`src/rtl/camera_mode_sequencer.sv`:
```
`default_nettype none
// ============================================================================
//  Module   : camera_mode_sequencer
//  Brief    : N-stage bring-up sequencer for the camera register programmer.
//             Walks `mode` 0..NUM_STAGES-1. Each stage >= 1 needs `ready` to
//             stay high for DWELL_CYCLES cycles. Programmer errors restart the
//             sequence from stage 0 a bounded number of times, then raise a
//             sticky fault.
//  Options  : CAMERA_SEQ_WATCHDOG_EN - adds a READY_TIMEOUT watchdog on the
//             wait for `ready`. A timeout is handled exactly like an error.
//  Revision : 1.0 - initial release
// ============================================================================
module camera_mode_sequencer #(
  parameter int MODE_WIDTH    = 2,
  parameter int NUM_STAGES    = 3,         // 2 .. 2**MODE_WIDTH
  parameter int DWELL_CYCLES  = 67108864,  // >= 1
  parameter int READY_TIMEOUT = 48000000,  // used only with the watchdog
  parameter int MAX_RETRIES   = 3          // >= 1
) (
  input  logic                               clk_in,
  input  logic                               RESETn,
  input  logic                               ready,
  input  logic                               model_err,
  input  logic                               nack_err,
  input  logic                               hold,
  input  logic                               restart,
  output logic [MODE_WIDTH-1:0]              mode,
  output logic                               stage_done,
  output logic                               busy,
  output logic                               fault,
  output logic [$clog2(MAX_RETRIES+1)-1:0]   retry_count
);

  localparam int DW = $clog2(DWELL_CYCLES + 1);
  localparam int RW = $clog2(MAX_RETRIES + 1);

  localparam logic [DW-1:0]         DWELL_LAST = DW'(DWELL_CYCLES - 1);
  localparam logic [RW-1:0]         RETRY_MAX  = RW'(MAX_RETRIES);
  localparam logic [MODE_WIDTH-1:0] LAST_MODE  = MODE_WIDTH'(NUM_STAGES - 1);

  typedef enum logic [1:0] {
    WAIT_READY = 2'd0,
    DWELL      = 2'd1,
    DONE       = 2'd2,
    FAULT      = 2'd3
  } state_t;

  state_t                  state_q, state_d;
  logic [MODE_WIDTH-1:0]   mode_q, mode_d;
  logic [RW-1:0]           retry_q, retry_d;
  logic [DW-1:0]           dwell_q, dwell_d;
  logic                    stage_done_q, stage_done_d;
  logic                    busy_q, busy_d;
  logic                    fault_q, fault_d;
  logic                    clr_cnt;    // clear both counters this cycle
  logic                    wdog_fire;  // watchdog limit reached this cycle
  logic                    err_w;
  logic [MODE_WIDTH-1:0]   mode_inc;

`ifdef CAMERA_SEQ_WATCHDOG_EN
  localparam int TW = $clog2(READY_TIMEOUT + 1);
  localparam logic [TW-1:0] TMO_LAST = TW'(READY_TIMEOUT - 1);

  logic [TW-1:0] tmo_q, tmo_d;

  // The watchdog fires on the cycle that would bring the count to READY_TIMEOUT.
  assign wdog_fire = (state_q == WAIT_READY) && !hold && !ready && (tmo_q == TMO_LAST);

  // Timeout counter: counts non-hold cycles spent waiting with ready low.
  always_comb begin
    tmo_d = tmo_q;
    if (clr_cnt) begin
      tmo_d = '0;
    end else if ((state_q == WAIT_READY) && !hold && !ready) begin
      tmo_d = tmo_q + TW'(1);
    end
  end

  // Timeout counter register.
  always_ff @(posedge clk_in) begin
    if (!RESETn) tmo_q <= '0;
    else         tmo_q <= tmo_d;
  end
`else
  // Without the watchdog the wait for ready is unbounded.
  assign wdog_fire = 1'b0;
`endif

  assign err_w    = (((model_err || nack_err) &&
                      ((state_q == WAIT_READY) || (state_q == DWELL))) || wdog_fire);
  assign mode_inc = mode_q + MODE_WIDTH'(1);

  // Next-state and output decode; restart beats errors, errors beat advance.
  always_comb begin
    state_d      = state_q;
    mode_d       = mode_q;
    retry_d      = retry_q;
    dwell_d      = dwell_q;
    stage_done_d = 1'b0;
    clr_cnt      = 1'b0;

    if (restart) begin
      state_d = WAIT_READY;
      mode_d  = '0;
      retry_d = '0;
      clr_cnt = 1'b1;
    end else if (err_w) begin
      mode_d  = '0;
      clr_cnt = 1'b1;
      if (retry_q < RETRY_MAX) begin
        retry_d = retry_q + RW'(1);
        state_d = WAIT_READY;
      end else begin
        state_d = FAULT;
      end
    end else if (!hold) begin
      case (state_q)
        WAIT_READY: begin
          if (ready) begin
            clr_cnt = 1'b1;
            if (mode_q == '0) begin
              // Stage 0 has no dwell: advance on the first ready.
              mode_d       = mode_inc;
              stage_done_d = 1'b1;
              state_d      = (mode_inc == LAST_MODE) ? DONE : WAIT_READY;
            end else begin
              state_d = DWELL;
            end
          end
        end
        DWELL: begin
          if (!ready) begin
            state_d = WAIT_READY;
            clr_cnt = 1'b1;
          end else if (dwell_q == DWELL_LAST) begin
            mode_d       = mode_inc;
            stage_done_d = 1'b1;
            state_d      = (mode_inc == LAST_MODE) ? DONE : WAIT_READY;
            clr_cnt      = 1'b1;
          end else begin
            dwell_d = dwell_q + DW'(1);
          end
        end
        default: begin
          // DONE and FAULT ignore the programmer status.
        end
      endcase
    end

    if (clr_cnt) dwell_d = '0;

    busy_d  = (state_d == WAIT_READY) || (state_d == DWELL);
    fault_d = (state_d == FAULT);
  end

  // State and registered outputs.
  always_ff @(posedge clk_in) begin
    if (!RESETn) begin
      state_q      <= WAIT_READY;
      mode_q       <= '0;
      retry_q      <= '0;
      dwell_q      <= '0;
      stage_done_q <= 1'b0;
      busy_q       <= 1'b1;
      fault_q      <= 1'b0;
    end else begin
      state_q      <= state_d;
      mode_q       <= mode_d;
      retry_q      <= retry_d;
      dwell_q      <= dwell_d;
      stage_done_q <= stage_done_d;
      busy_q       <= busy_d;
      fault_q      <= fault_d;
    end
  end

  assign mode        = mode_q;
  assign stage_done  = stage_done_q;
  assign busy        = busy_q;
  assign fault       = fault_q;
  assign retry_count = retry_q;

endmodule
`default_nettype wire

```
`config.mk`:
```
export PLATFORM = sky130hd
export DESIGN_NAME = camera_mode_sequencer
export DESIGN_NICKNAME = d
export VERILOG_FILES = /design/src/rtl/camera_mode_sequencer.sv
export SDC_FILE = /design/constraint.sdc
export NUM_CORES = 1
export LEC_CHECK = 0
export ABC_CLOCK_PERIOD_IN_PS = 4990
export BUFFER_PORTS_ARGS = -buffer_cell sky130_fd_sc_hd__buf_2
export CAP_MARGIN = 20
export CORE_MARGIN = 10
export CORE_UTILIZATION = 50
export CTS_CLUSTER_SIZE = 25
export DETAILED_ROUTE_END_ITERATION = 16
export GPL_TIMING_DRIVEN = 0
export PLACE_DENSITY = 0.68
export SLEW_MARGIN = 5
export SYNTH_ARGS = -nofsm -noshare
export SYNTH_HDL_FRONTEND = slang
export SYNTH_SLANG_ARGS = --single-unit
```
`constraint.sdc`:
```
create_clock -name clk_in -period 4.99 [get_ports clk_in]
set_input_delay 0.7485 -clock clk_in [delete_from_list [all_inputs] [get_ports clk_in]]
set_output_delay 0.7485 -clock clk_in [all_outputs]
set_load 0.01 [all_outputs]
```
== Word-level counts from Yosys, hierarchy flattened ==
Index checks and enable logic that the tools add are counted.

* Add/sub/neg operators: 3
* Magnitude comparators: 1
* Equality and inequality tests: 9
* Multiplexer cells: 26
* Bitwise logic cells: 5
* Reductions and logical operators: 15

{| class="wikitable"
|+ Operators with widths
! kind !! count
|-
| 27-bit by 1-bit adder with 27-bit output, second input constant || 1
|-
| 27-bit by 26-bit == test with 1-bit output, second input constant || 1
|-
| 2-bit 2-to-1 mux || 13
|-
| 6-bit AND reduction || 2
|-
| 1-bit 2-to-1 mux || 9
|-
| 2-bit one-hot mux with 2 select lines || 2
|-
| 2-bit logical NOT || 3
|-
| 1-bit NOT || 5
|-
| 2-bit by 1-bit adder with 2-bit output, second input constant || 2
|-
| 2-bit by 1-bit == test with 1-bit output, second input constant || 2
|-
| 2-bit == test, second input constant || 2
|-
| 2-bit by 1-bit != test with 1-bit output, second input constant || 2
|-
| 2-bit != test, second input constant || 2
|-
| 1-bit one-hot mux with 2 select lines || 2
|-
| 2-bit OR reduction || 2
|-
| 4-bit OR reduction || 1
|-
| 1-bit logical OR || 3
|-
| 3-bit OR reduction || 1
|-
| 2-bit < comparator, second input constant || 1
|-
| 2-bit AND reduction || 1
|-
| 2-bit nonzero test || 1
|-
| 1-bit logical AND || 1
|}

* Register bits: 36
* Word-level logic and storage cells: 66

== Logic depth before layout (Yosys ltp) ==
Gate-level depths: netlist (run 1).

* Depth after elaboration: 11
* Mapped depth: 9
* Depth with buffers taken out: 7

== Worst setup path after synthesis (run 1) ==
Ideal clock, no wire load.

* Path type: input -> register
* Start point: input restart
* End point: register dwell_q[19]
* Setup time: 0.070 ns
* Arrival time: 2.237 ns
* Slack: 2.684 ns
* Stages: 6
* Path buffers: 1
* Cells stage by stage: and4bb_1 nand3_1 or4_1 buf_2 or4_1 a21oi_1

* Word-level cells in the longest chain between the ends: 2
* Elaborated cells between the ends (all ways): 4
* Classes of those cells: mux: 1; bitwise: 1; reduce/logical: 2

{| class="wikitable"
|+ RTL lines
! what !! line !! text
|-
| start, declared || 26 || <nowiki>input logic restart,</nowiki>
|-
| 1-bit NOT (no source line) or 1-bit 2-to-1 mux (tied branches) || -- ||
|-
| 6-bit AND reduction (no source line) or 2-bit OR reduction (tied branches) || -- ||
|-
| end signal, assigned || 170 || <nowiki>dwell_q <= dwell_d;</nowiki>
|-
| end, declared || 51 || <nowiki>logic [DW-1:0] dwell_q, dwell_d;</nowiki>
|}

Several ways; a longest one is shown, not always the timed one.
A chain may end at the register's enable or synchronous reset.

== Final worst setup path (run 1) ==
* Start point: register dwell_q[0]
* End point: register dwell_q[3]

* Word-level cells in the longest chain between the ends: 8
* Elaborated cells between the ends (all ways): 11
* Classes of those cells: add/sub: 1; eq/ne: 1; mux: 6; bitwise: 1; reduce/logical: 2

{| class="wikitable"
|+ RTL lines
! what !! line !! text
|-
| 27-bit by 26-bit == test with 1-bit output || 135 || <nowiki>end else if (dwell_q == DWELL_LAST) begin</nowiki>
|-
| 1-bit 2-to-1 mux || 135 ||
|-
| 1-bit 2-to-1 mux || 132 || <nowiki>if (!ready) begin</nowiki>
|-
| 1-bit one-hot mux with 2 select lines || 117 || <nowiki>case (state_q)</nowiki>
|-
| 1-bit 2-to-1 mux || 116 || <nowiki>end else if (!hold) begin</nowiki>
|-
| 1-bit 2-to-1 mux || 107 || <nowiki>end else if (err_w) begin</nowiki>
|-
| 1-bit 2-to-1 mux || 102 || <nowiki>if (restart) begin</nowiki>
|-
| 2-bit OR reduction (no source line) || -- ||
|}

Several ways; a longest one is shown, not always the timed one.

==> results.md, run 1 <==
Run status:
- The flow ran to the end, and the final reports show no timing, DRC or antenna violations.

Global routing:
- The number of antenna violations at the first check in global routing is 0.
- The global-route usage over all layers is 12.9%.
- The first global-routing pass estimated 6870 um of wire.
- The largest net degree at the start of global routing is 11.
- The number of global-route vias before repair came to 1480.
- The total global routing overflow is 0.

STA:
- On the final layout, the worst hold slack is 0.455 ns.
- The slew at the pin closest to its max-slew limit is 0.762 ns.
- The fraction of the cycle the final worst path needs is 54.6%.
- The final setup TNS is 0 ns.
- Derived from the worst setup path, the maximum achievable clock frequency is 367 MHz.
- The final setup skew is 0.00324 ns.
- The post-route minimum period is 2.73 ns.
- The worst pin sits at a relative slew slack of 49.0%.
- Setup repair after global routing left no endpoint under its margin.
- The total count of hold-check failures in the final report came to 0.
- The total count of max-transition violations in the final report is 0.
- The count of endpoints failing setup in the final report is 0.

Floorplan:
- The total area inside the core boundary comes to 3630 sq um.
- The initial core utilization is 51.3%.
- The total number of placement rows is 22.
- The die covers 6570 sq um.
- Measured along the y axis, the die boundary spans 81.1 um.
- The floorplan step set the die width to 81.1 um.
- Pin placement for this block handled 14 I/O pins.

Route:
- After detailed routing, the number of remaining DRC violations is 0.
- The total wire length is 4170 um.
- The number of DRC markers in iteration 0 is 134.
- The detail-routed via count per cell is 5.95.
- The remaining number of nets flagged by the antenna check after routing is 0.
- The final route contains 1730 vias.
- After detailed routing, the average wire length per cell comes to 14.3 um.
- The first detailed-routing pass took 5 iterations.

Clocking:
- In this run the post-CTS setup repair buffer count came out at 0.
- The number of sinks handled by clock tree synthesis is 36.
- The clock reaches the later pin of the worst-skew pair after 0.28 ns.
- The CTS root buffer is sky130_fd_sc_hd__clkbuf_8.
- Counting the buffers created by CTS gives 5.
- The count of cells resized by post-cts repair is 0.
- The post-cts hold buffer count is 0.
- The clock tree synthesis step divided the H-tree into 2 levels.
- The clock tree from TritonCTS is built.
- The maximum clock path buffer count is 2.
- The clock-pin slew reported for the worst setup and hold paths after clock tree synthesis is 0.07 ns.

Yosys:
- The synthesized design contains 0 enable-type register cells.
- The average cell area after synthesis is 8.40 sq um.
- The share of the yosys chip area belonging to registers is 38.7%.
- For this run, the leading register cell type out of synthesis is sky130_fd_sc_hd__dfxtp_1.
- The total nets after synthesis is 233.
- The gate count after technology mapping is 222.
- The yosys synthesis warning count is 0.
- The proportion of synthesized flip-flops having asynchronous set or reset is 0%.
- After synthesis, the netlist uses 40 different library cells.
- The cell area after technology mapping is 1860 sq um.
- The post-synthesis register bit count is 36.

Layout:
- The cell area after layout is 2080 sq um.
- In the layout the commonest cells are 36 x sky130_fd_sc_hd__dfxtp_1, 23 x sky130_fd_sc_hd__a21oi_1, 18 x sky130_fd_sc_hd__nor2_1.
- The number of antenna diodes in the final layout is 0.
- The most common library cell in the layout ignoring fill and taps is sky130_fd_sc_hd__dfxtp_1.
- The layout overhead on the synthesized area is 11.5%.
- The post-route netlist has 14.0% of its cells at a drive strength greater than 1.
- At the end of the flow, the number of nets in the layout was 253.

Power:
- Summed over all cells, the static leakage comes to 0.622 nW.
- The overall power after layout is 0.525 mW.
- Dividing total power by cell area gives a power density of 253 nW/um^2.
- The worst-case IR drop observed on VDD is 0.000172 V.

Critical path:
- At the worst endpoint, the required time is 5.15 ns.
- The startpoint type of the worst setup path is a register.
- Walking the worst path, the cells encountered are ha_1, clkbuf_1, nand4b_1, nor3_1, a31oi_1, o21bai_1, buf_2, a21oi_1.
- Of all nets on the critical path, the largest fanout is 10.
- The setup path with the least slack is of type register to register.
- The largest stage delay on the critical path is 0.60 ns.
- STA classifies the critical path endpoint as a register.
- Data arrives at the worst endpoint at 2.89 ns.
- The cell at the slowest stage of the critical path is sky130_fd_sc_hd__o21bai_1.

Placed design:
- The placed cell area is 1990 sq um.
- The HPWL after detailed placement is 2980 um.
- The number of port buffers is 13.
- At the end of routability-driven placement, the weighted congestion stood at 0.768.

Hold path:
- The worst min-delay path category is register to register.

Job:
- The max capacitance violation total is 0.
path summary, 6_finish.rpt:
path              slack [ns]  cells after the start                      from                  endpoint
setup / recovery        2.26                      8   dwell_q[0]$_SDFFE_PP0P_   dwell_q[3]$_SDFFE_PP0P_
hold / removal          0.46                      2  dwell_q[26]$_SDFFE_PP0P_  dwell_q[26]$_SDFFE_PP0P_
setup reg to reg        2.26                      8   dwell_q[0]$_SDFFE_PP0P_   dwell_q[3]$_SDFFE_PP0P_
hold reg to reg         0.46                      2  dwell_q[26]$_SDFFE_PP0P_  dwell_q[26]$_SDFFE_PP0P_
through the flow:
stage | setup slack (ns) | util, % | std cells
after detailed placement | 2.24 | 54.8 | 283
after global routing | 2.05 | 57.2 | 291
after floorplan | 2.68 | - | 222
after global placement | 2.24 | 54.8 | 283
final | 2.26 | 57.2 | 291
after CTS | 2.22 | 57.2 | 291
per-layer routing:
layer	up-vias	wire (um)	track usage, %
met5	-	0	0
li1	878	-	-
met3	2	123	4.08
met4	0	33	4.50
met1	825	2110	17.7
met2	25	1900	18.6
registers in the layout (all words and copies together) (netlist names):
signal	flops
stage_done	1
fault	1
mode	2
state_q	2
busy	1
dwell_q	27
retry_count	2
power breakdown:
group | leakage [nW] | internal [mW] | switching [mW]
clock | 0.0455 | 0.113 | 0.0985
combinational | 0.286 | 0.00931 | 0.0145
sequential | 0.290 | 0.289 | 0.00103
Yosys cell counts (2+ instances only):
cell | number | area (sq um)
sky130_fd_sc_hd__or4_1 | 12 | 90.1
sky130_fd_sc_hd__nor3b_1 | 2 | 15.0
sky130_fd_sc_hd__or3b_2 | 2 | 17.5
sky130_fd_sc_hd__clkbuf_1 | 4 | 15.0
sky130_fd_sc_hd__a31o_2 | 4 | 35.0
sky130_fd_sc_hd__nand4_1 | 12 | 75.1
sky130_fd_sc_hd__and4_1 | 3 | 26.3
sky130_fd_sc_hd__xnor2_1 | 6 | 52.6
sky130_fd_sc_hd__ha_1 | 4 | 50.1
sky130_fd_sc_hd__mux2i_1 | 2 | 20.0
sky130_fd_sc_hd__nand2_1 | 9 | 33.8
sky130_fd_sc_hd__nor4_1 | 3 | 18.8
sky130_fd_sc_hd__buf_2 | 4 | 20.0
sky130_fd_sc_hd__o21ai_0 | 11 | 55.1
sky130_fd_sc_hd__or3_1 | 6 | 37.5
sky130_fd_sc_hd__a21oi_1 | 23 | 115
sky130_fd_sc_hd__nand2b_1 | 2 | 12.5
sky130_fd_sc_hd__nand4b_1 | 4 | 35.0
sky130_fd_sc_hd__a31oi_1 | 3 | 18.8
sky130_fd_sc_hd__nor3_1 | 5 | 25.0
sky130_fd_sc_hd__nor2_1 | 18 | 67.6
sky130_fd_sc_hd__nand3_1 | 8 | 40.0
sky130_fd_sc_hd__and3_1 | 2 | 12.5
sky130_fd_sc_hd__nor2b_1 | 3 | 18.8
sky130_fd_sc_hd__dfxtp_1 | 36 | 721
sky130_fd_sc_hd__inv_1 | 10 | 37.5
sky130_fd_sc_hd__o31ai_1 | 11 | 82.6
area by class of cell:
cell class / instances / area, sq um
plain buffers: 9 / 46.3
multi-input cells: 167 / 1060
clock buffers: 8 / 90.1
well taps: 48 / 60.1
inverters: 10 / 37.5
repair buffers: 13 / 65.1
fillers: 347 / 1550
flip-flops and latches: 36 / 721
worst max-delay path: cells and delay by family (launching register included):
family | cells | cell delay [ns]
AND/OR/NAND/NOR | 2 | 0.53
buffers and inverters | 2 | 0.68
flip-flops | 1 | 0.39
AO/OA/AOI/OAI | 3 | 0.83
adder cells (fa/ha/maj) | 1 | 0.16
cell families after synthesis:
| kind of cell | after synthesis | share of synthesized area (%) |
|---|---|---|
| AOI/OAI and AO/OA | 57 | 18.6 |
| adders and majority gates | 4 | 2.68 |
| muxes | 2 | 1.07 |
| and+or+nand+nor | 97 | 31.2 |
| buffers and inverters | 19 | 4.50 |
| xor gates and xnor gates | 7 | 3.29 |
| DFF | 36 | 38.7 |
Power figures use the tool's default switching activity.
==> inputs of run 2 (changes only) <==
--- a/config.mk
+++ b/config.mk
@@ -5,7 +5,8 @@
 export SDC_FILE = /design/constraint.sdc
 export NUM_CORES = 1
 export LEC_CHECK = 0
-export ABC_CLOCK_PERIOD_IN_PS = 4990
+export ABC_AREA = 1
+export ABC_CLOCK_PERIOD_IN_PS = 2800
 export BUFFER_PORTS_ARGS = -buffer_cell sky130_fd_sc_hd__buf_2
 export CAP_MARGIN = 20
 export CORE_MARGIN = 10
@@ -13,7 +14,7 @@
 export CTS_CLUSTER_SIZE = 25
 export DETAILED_ROUTE_END_ITERATION = 16
 export GPL_TIMING_DRIVEN = 0
-export PLACE_DENSITY = 0.68
+export PLACE_DENSITY = 0.67
 export SLEW_MARGIN = 5
 export SYNTH_ARGS = -nofsm -noshare
 export SYNTH_HDL_FRONTEND = slang
==> constraint.sdc (replaced) <==
create_clock -name clk_in -period 2.8 [get_ports clk_in]
set_input_delay 0.42 -clock clk_in [delete_from_list [all_inputs] [get_ports clk_in]]
set_output_delay 0.42 -clock clk_in [all_outputs]
set_load 0.01 [all_outputs]
==> run 2 against run 1 <==
Compared with the run above:
- sequential share of layout area down 8.1 points
- critical path depth increased by 3
- largest cell class unchanged
- global-route usage increased by 0.65 points
- sequential cell count unchanged
- critical endpoint is now dwell_q[25]$_SDFFE_PP0P_
- worst hold slack got worse by 0.051 ns
- critical path type unchanged
- area after synthesis up 32%
==> results.md, run 2 <==
Run status:
- The flow ran to the end, and the final reports show no timing, DRC or antenna violations.

Clocking:
- The tree is rooted in a sky130_fd_sc_hd__clkbuf_8.
- After clock tree synthesis, the setup repair step added 0 buffers.
- The worst-skew pair later-pin latency is 0.30 ns.
- After clock tree synthesis, the clock-pin slew on the worst setup and hold paths is 0.08 ns.
- TritonCTS built the clock tree.
- The clock passes through at most 2 buffers.
- The post-cts hold buffer count is 0.
- Once the clock tree was built, the resizer swapped 0 gates to a different size.
- The number of buffers added by the clock tree synthesis step is 5.
- The maximum level of the CTS H-tree is 2.
- The number of sinks handled by clock tree synthesis is 36.

Route:
- For this run, the detailed router's first-pass iteration total came to 4.
- The first routing iteration left 75 violations.
- The total via count after detailed routing is 2175.
- The number of remaining DRC errors is 0.
- Summed over all layers, the routed wires come to 5190 um.
- Dividing the detail-routed wire length by the instance count gives 11.4 um.
- The count of nets left with antenna violations once routing finished came out at 0.
- The detail-routed via count per cell is 4.79.

Hold path:
- The worst hold path terminates at retry_count[1]$_SDFFE_PP0P_.
- In this run the most critical hold path is launched from restart.
- The worst hold path depth is 4.
- The worst min-delay path category is input port to register.

Critical path:
- The reg-to-reg startpoint is dwell_q[0]$_SDFFE_PP0P_.
- The critical path goes through ha_1, inv_1, nor2_4, nand2_4, nor2_2, nand2_1, nand2_2, nand2_4, nand2_8, buf_8, a21oi_2.
- The first element of the critical path is dwell_q[0]$_SDFFE_PP0P_.
- The maximum fanout count along the critical path is 10.
- The reg-to-reg setup timing slack is 0.81 ns.
- In this run the critical register-to-register path is captured at dwell_q[25]$_SDFFE_PP0P_.
- The sort of element at the end of the critical path is a register.
- For the worst setup path, the data arrival time is 2.18 ns.
- The largest stage delay on the critical path is 0.44 ns.
- STA puts the critical path data required time at 2.99 ns.
- STA classifies the critical path startpoint as a register.
- The most frequent cell on the critical path is sky130_fd_sc_hd__nand2_4.
- The worst setup path is of the register to register kind.
- The slowest stage of the critical path is the sky130_fd_sc_hd__dfxtp_1 cell.
- The worst register-to-register path has a depth of 11.

Placed design:
- The HPWL after detailed placement is 4120 um.
- The number of port buffers is 13.
- The minimum setup slack after placement is 0.811 ns.
- The routability congestion estimate from global placement is 0.913.
- Summing all placed instances gives a cell area of 2600 sq um.
- The number of placed instances, taps included, is 446.

Yosys:
- sky130_fd_sc_hd__nand2_1 is the most common cell in the netlist.
- After synthesis, the cell types taking the most area are sky130_fd_sc_hd__dfxtp_1 29%, sky130_fd_sc_hd__nand2_1 19%, sky130_fd_sc_hd__nor2_1 7.5%, sky130_fd_sc_hd__a21oi_2 7.1%, sky130_fd_sc_hd__nand2_2 5.9%.
- Counting every net in the synthesized netlist gives 377.
- After synthesis the netlist holds a flip-flop and latch count of 36.
- The count of flip-flops with a built-in enable after synthesis is 0.
- For this run, the number of Yosys warnings is 0.
- Of all flip-flops after synthesis, the portion carrying an async set or reset was 0%.
- The cell area after technology mapping is 2450 sq um.
- The count of different cell masters after synthesis is 27.
- The post-synthesis cell type with the largest combined area is sky130_fd_sc_hd__dfxtp_1.
- The average cell area after synthesis is 6.70 sq um.
- The share of the yosys chip area belonging to registers is 29.4%.
- The top-area cell type share of the netlist area is 29.4%.
- Ranked by instance count, the synthesized netlist is headed by 125 x sky130_fd_sc_hd__nand2_1, 49 x sky130_fd_sc_hd__nor2_1, 36 x sky130_fd_sc_hd__dfxtp_1.
- Synthesis produced a netlist whose cell count is 366.
- The most frequently used flop master after synthesis is sky130_fd_sc_hd__dfxtp_1.

Layout:
- The cell area after layout is 2710 sq um.
- The most common library cell in the layout ignoring fill and taps is sky130_fd_sc_hd__nand2_1.
- Measured on the finished design, the core utilization comes to 57.0%.
- In the layout the commonest cells are 125 x sky130_fd_sc_hd__nand2_1, 49 x sky130_fd_sc_hd__nor2_1, 36 x sky130_fd_sc_hd__dfxtp_1.
- In the final design database the tool counted 397 nets.
- The multi-input combinational cells in the finished layout cover a total of 1500 sq um.
- The number of flip-flops in the largest register is 27.
- The layout overhead on the synthesized area is 10.5%.
- In the final layout, the share of cells above drive strength 1 is 21.2%.
- Summing all flip-flop and latch instances after layout gives 721 sq um.
- Ranked by flip-flop count, first place goes to dwell_q.
- The layout has 479 filler cells.
- The count of non-filler cells in the finished layout is 454.
- The count of antenna diodes in the layout is 0.

Global routing:
- For this run, global-route usage on met3 was measured as 2.83%.
- The total global routing overflow is 0.
- The number of global-route vias before repair came to 2088.
- In the global route stage, met1 resource usage came out at 16.2%.
- Global routing consumed, on the met2 layer, 22.9% of the routing resources.
- The largest net degree at the start of global routing is 12.
- In the global route stage, overall resource usage came out at 13.6%.
- The number of antenna violations at the first check in global routing was 0.
- In this run the most used layer during global routing was met2.
- The wire length of the first global-routing pass is 9370 um.

STA:
- The count of endpoints failing setup in the final report is 0.
- The total count of hold-check failures in the final report came to 0.
- The final setup slack of the worst path is 0.813 ns.
- At the pin with the least slew margin, the transition time is 0.527 ns.
- The total count of max-transition violations in the final report is 0.
- Headroom to the max-slew limit came out at 64.7%.
- Summed over all failing endpoints, the final setup total negative slack is 0 ns.
- The post-route minimum period is 1.99 ns.
- The final setup skew is 0.00566 ns.
- Setup repair after global routing left no endpoint under its margin.
- Static timing analysis puts the maximum clock frequency at 503 MHz.
- The fraction of the cycle the final worst path needs is 71.0%.

Floorplan:
- The floorplan step set the die height to 90.1 um.
- After floorplanning, the core was sized to cover 4750 sq um.
- For this design the top-level I/O count stands at 14.
- After floorplanning, the core was divided into 25 placement rows.
- The width of the die is 90.1 um.
- The die covers 8110 sq um.
- The initial core utilization is 51.6%.

Power:
- In this run the static leakage power is 0.978 nW.
- The total power density per cell area is 378 nW/um^2.
- The maximum resistive drop on vdd is 0.000218 V.

Job:
- The tool flagged a number of max-cap violations equal to 0.
run 2: changes by cell type in the layout (fill, tap and decap cells not counted), moves of 8 or more:
cell	change
sky130_fd_sc_hd__nand4_1	-9
sky130_fd_sc_hd__nor2_1	+31
sky130_fd_sc_hd__or4_1	-12
sky130_fd_sc_hd__a21oi_2	+20
sky130_fd_sc_hd__o31ai_1	-11
sky130_fd_sc_hd__nand2_1	+116
sky130_fd_sc_hd__nand3_1	+12
sky130_fd_sc_hd__a21oi_1	-12
sky130_fd_sc_hd__o21ai_0	-8
sky130_fd_sc_hd__nand2_2	+23
sky130_fd_sc_hd__inv_1	+24
run 2: layout make-up:
cell class	count	area share [%]
well taps	67	3.09
flip-flops and latches	36	26.6
clock inverters	2	1.29
inverters	35	5.12
plain buffers	6	3.60
repair buffers	13	2.40
clock buffers	6	2.68
multi-input cells	289	55.2
run 2: worst max-delay path by stage:
stage / to / slack, ns / cells after the start
after floorplan: dwell_q[0]$_SDFFE_PP0P_ / 1.10 / 11
after global placement: dwell_q[26]$_SDFFE_PP0P_ / 0.84 / 11
after detailed placement: dwell_q[22]$_SDFFE_PP0P_ / 0.81 / 11
after CTS: dwell_q[25]$_SDFFE_PP0P_ / 0.79 / 11
after global routing: dwell_q[22]$_SDFFE_PP0P_ / 0.58 / 11
final: dwell_q[25]$_SDFFE_PP0P_ / 0.81 / 11
run 2: layer usage:
layer | vias to the layer above | part of all wire (%) | routed length (um)
met4 | 0 | 2.0 | 105
li1 | 1182 | - | -
met5 | - | 0 | 0
met2 | 25 | 47 | 2420
met1 | 957 | 48 | 2500
met3 | 11 | 3.1 | 160
run 2: worst max-delay path: cells and delay by family, from the launching register on:
family	cells	cell delay, ns
DFF	1	0.44
AOI/OAI and AO/OA	1	0.04
buffers and inverters	2	0.28
adders and majority gates	1	0.27
and+or+nand+nor	7	0.86
run 2: metrics by stage:
step	hold WS [ns]	total power [mW]
floorplan	0.479	0.563
global placement	0.465	0.577
detailed placement	0.473	0.577
CTS	0.402	1.04
global route	0.441	1.06
finish	0.405	1.03
run 2: cell families after synthesis:
logic type	synth area share, %
compound gates	10.3
flops	29.4
simple gates	44.4
fa+ha+maj	2.04
xor+xnor	4.28
buf+inv	9.64
run 2: where the power goes:
part           internal, mW  switching [mW]
registers             0.515         0.00286
clock network         0.264           0.196
logic                0.0175          0.0293
==> inputs of run 3 (changes only) <==
--- a/config.mk
+++ b/config.mk
@@ -6,7 +6,7 @@
 export NUM_CORES = 1
 export LEC_CHECK = 0
 export ABC_AREA = 1
-export ABC_CLOCK_PERIOD_IN_PS = 2800
+export ABC_CLOCK_PERIOD_IN_PS = 2000
 export BUFFER_PORTS_ARGS = -buffer_cell sky130_fd_sc_hd__buf_2
 export CAP_MARGIN = 20
 export CORE_MARGIN = 10
==> constraint.sdc (replaced) <==
create_clock -name clk_in -period 2 [get_ports clk_in]
set_input_delay 0.3 -clock clk_in [delete_from_list [all_inputs] [get_ports clk_in]]
set_output_delay 0.3 -clock clk_in [all_outputs]
set_load 0.01 [all_outputs]
==> run 3 against run 2 <==
Compared with the run above:
- die area unchanged
- worst setup slack worse by 0.62 ns
- sequential power up 40%
- wire length up 0.29%
- design area up 0.42%
- maximum frequency up 10%
- first-iteration DRC count up 9.3%
- register-to-register slack worse by 0.62 ns
- sequential share of layout area down 0.064 points
- worst hold slack worse by 0.12 ns
- clock power up 40%
- combinational power up 40%
==> results.md, run 3 (same netlist as run 2, synthesis figures left out) <==
STA:
- The total count of max-transition violations in the final report was 0.
- The post-route minimum period is 1.80 ns.
- Setup violations remaining at the end of the flow were counted as 0.
- Setup repair after global routing left no endpoint under its margin.
- Dividing the final minimum period by the clock period gives 90.1%.
- For the pin with the worst max-slew slack, the measured transition is 0.524 ns.
- The total count of hold-check failures in the final report is 0.
- In this run the tightest slew margin relative to its limit is 64.8%.
- The final setup skew is 0.00578 ns.
- Setup total negative slack on the finished layout was measured at 0 ns.
- The maximum clock frequency is 555 MHz.

Run status:
- The run finished with clean final reports.

Floorplan:
- From left edge to right edge, the die measures 90.1 um.
- The area of the die is 8110 sq um.
- The total number of placement rows is 25.
- The boundary pin count is 14.
- The initial core utilization is 51.6%.
- The standard cell core area is 4750 sq um.
- The die is 90.1 um tall.

Layout:
- Relative to the synthesized area, the layout overhead comes to 10.9%.
- The net count reported at finish is 398.
- The repair_antennas step left the layout with diodes totalling 0.
- Counting the fill cells in the layout gives 479.
- The area used by multi-input combinational logic is 1500 sq um.
- In the layout the commonest cells are 125 x sky130_fd_sc_hd__nand2_1, 49 x sky130_fd_sc_hd__nor2_1, 35 x sky130_fd_sc_hd__dfxtp_1.
- For this run, the number of standard cells in the final layout without fillers is 455.
- The register with the most flip-flops in the final layout is dwell_q.
- The most common library cell in the layout ignoring fill and taps is sky130_fd_sc_hd__nand2_1.
- Summing all flip-flop and latch instances after layout gives 722 sq um.
- The register with the most flip-flops in the layout has 27 of them.
- The post-route netlist has 21.9% of its cells at a drive strength greater than 1.

Global routing:
- The global-route usage over all layers is 13.6%.
- The total global routing overflow is 0.
- The number of global-route vias before repair is 2091.
- The largest net degree at the start of global routing is 12.
- The first global-routing pass estimated 9400 um of wire.
- The number of antenna violations at the first check in global routing is 0.

Hold path:
- The worst min-delay path category is input port to register.

Critical path:
- The required time at the worst-slack endpoint is 2.19 ns.
- Along the worst path, the maximum fanout reaches 10.
- The worst setup path is launched from a register.
- The worst setup path category is register to register.
- The data arrival time of the critical path is 1.99 ns.
- The sort of element at the end of the critical path is a register.

Clocking:
- The clock-pin slew reported for the worst setup and hold paths after clock tree synthesis is 0.08 ns.
- The number of sinks handled by clock tree synthesis is 36.
- The clock tree from TritonCTS is built.
- The maximum level of the CTS H-tree is 2.
- The worst-skew pair later-pin latency is 0.29 ns.
- The number of hold buffers added after CTS was 0.
- The cell sitting at the root of the clock tree is a sky130_fd_sc_hd__clkbuf_8.
- The number of buffers added by the clock tree synthesis step is 5.
- The maximum clock path buffer count is 2.

Job:
- Across the run, the number of max-cap violations was 0.

Route:
- After detailed routing, the average wire length per cell comes to 11.4 um.
- The number of remaining DRC errors is 0.
- The total via count after detailed routing is 2190.
- The first routing iteration left 82 violations.
- The remaining number of nets flagged by the antenna check after routing is 0.
- The number of iterations in the first detailed-routing pass is 4.
- Using the TritonRoute via totals, the vias-per-cell ratio works out to 4.81.
- The total wire length is 5200 um.

Power:
- In this run the power density over the cells is 526 nW/um^2.
- For this design the static power due to leakage is 0.981 nW.
- VDD sags by at most 0.000306 V.

Placed design:
- The HPWL after detailed placement is 4120 um.
- The routability congestion estimate from global placement is 0.913.
- Input and output buffers added on the ports amount to 13.
- The total placed cells including tap cells is 446.
## run 3: cell count changes in the layout (fill, tap and decap cells not counted), sizes merged
cell  change
buf       +1
## run 3: critical path: stages, from the launching register on
cell,delay (ns)
sky130_fd_sc_hd__dfxtp_1,0.39
sky130_fd_sc_hd__ha_2,0.24
sky130_fd_sc_hd__inv_1,0.09
sky130_fd_sc_hd__nor2_4,0.13
sky130_fd_sc_hd__nand2_4,0.11
sky130_fd_sc_hd__nor2_2,0.16
sky130_fd_sc_hd__nand2_1,0.09
sky130_fd_sc_hd__nand2_2,0.10
sky130_fd_sc_hd__nand2_4,0.07
sky130_fd_sc_hd__nand2_8,0.12
sky130_fd_sc_hd__buf_8,0.17
sky130_fd_sc_hd__a21oi_2,0.04
## run 3: path summary, 6_finish.rpt
kind	slack [ns]	end	cells after the start	startpoint
setup / recovery	0.20	dwell_q[25]$_SDFFE_PP0P_	11	dwell_q[1]$_SDFFE_PP0P_
hold / removal	0.29	retry_count[1]$_SDFFE_PP0P_	4	restart
setup reg to reg	0.20	dwell_q[25]$_SDFFE_PP0P_	11	dwell_q[1]$_SDFFE_PP0P_
hold reg to reg	0.48	mode[1]$_SDFFE_PP0P_	2	mode[1]$_SDFFE_PP0P_
## run 3: what timing repair did
action | CTS | global route
gates resized for setup | 1 | 1
endpoints found under the setup margin | 6 | 25
buffers inserted | 0 | 1
pin swaps | 0 | 1
## run 3: power by group
group	leakage [nW]	switching [mW]	internal, mW
clock	0.0552	0.272	0.370
combinational	0.635	0.0409	0.0245
sequential	0.291	0.00396	0.721
total	0.981	0.317	1.12
## run 3: final cells by class
type	instances	area share [%]
clock inverters	2	1.29
inverters	35	5.10
repair buffers	14	2.67
flip-flops and latches	36	26.5
clock buffers	6	2.67
plain buffers	6	3.59
multi-input cells	289	55.1
well taps	67	3.08
## run 3: metrics by stage
| step | utilization (%) | area (sq um) | setup slack (ns) | hold WS, ns | total power [mW] |
|---|---|---|---|---|---|
| 6_report | 57.2 | 2720 | 0.197 | 0.289 | 1.43 |
| 5_1_grt | 57.2 | 2720 | 0.0268 | 0.321 | 1.49 |
| 4_1_cts | 57.1 | 2710 | 0.0252 | 0.282 | 1.45 |
| 3_5_place_dp | 54.7 | 2600 | 0.0106 | 0.473 | 0.808 |
| 3_3_place_gp | 54.7 | 2600 | 0.0401 | 0.465 | 0.807 |
| 2_1_floorplan | - | 2450 | 0.304 | 0.479 | 0.788 |
## run 3: metal layers
| metal | vias up | wire (um) | GRT usage (%) |
|---|---|---|---|
| li1 | 1182 | - | - |
| met1 | 963 | 2480 | 16.2 |
| met2 | 35 | 2420 | 23.1 |
| met3 | 10 | 197 | 2.83 |
| met4 | 0 | 104 | 5.70 |
| met5 | - | 0 | 0 |
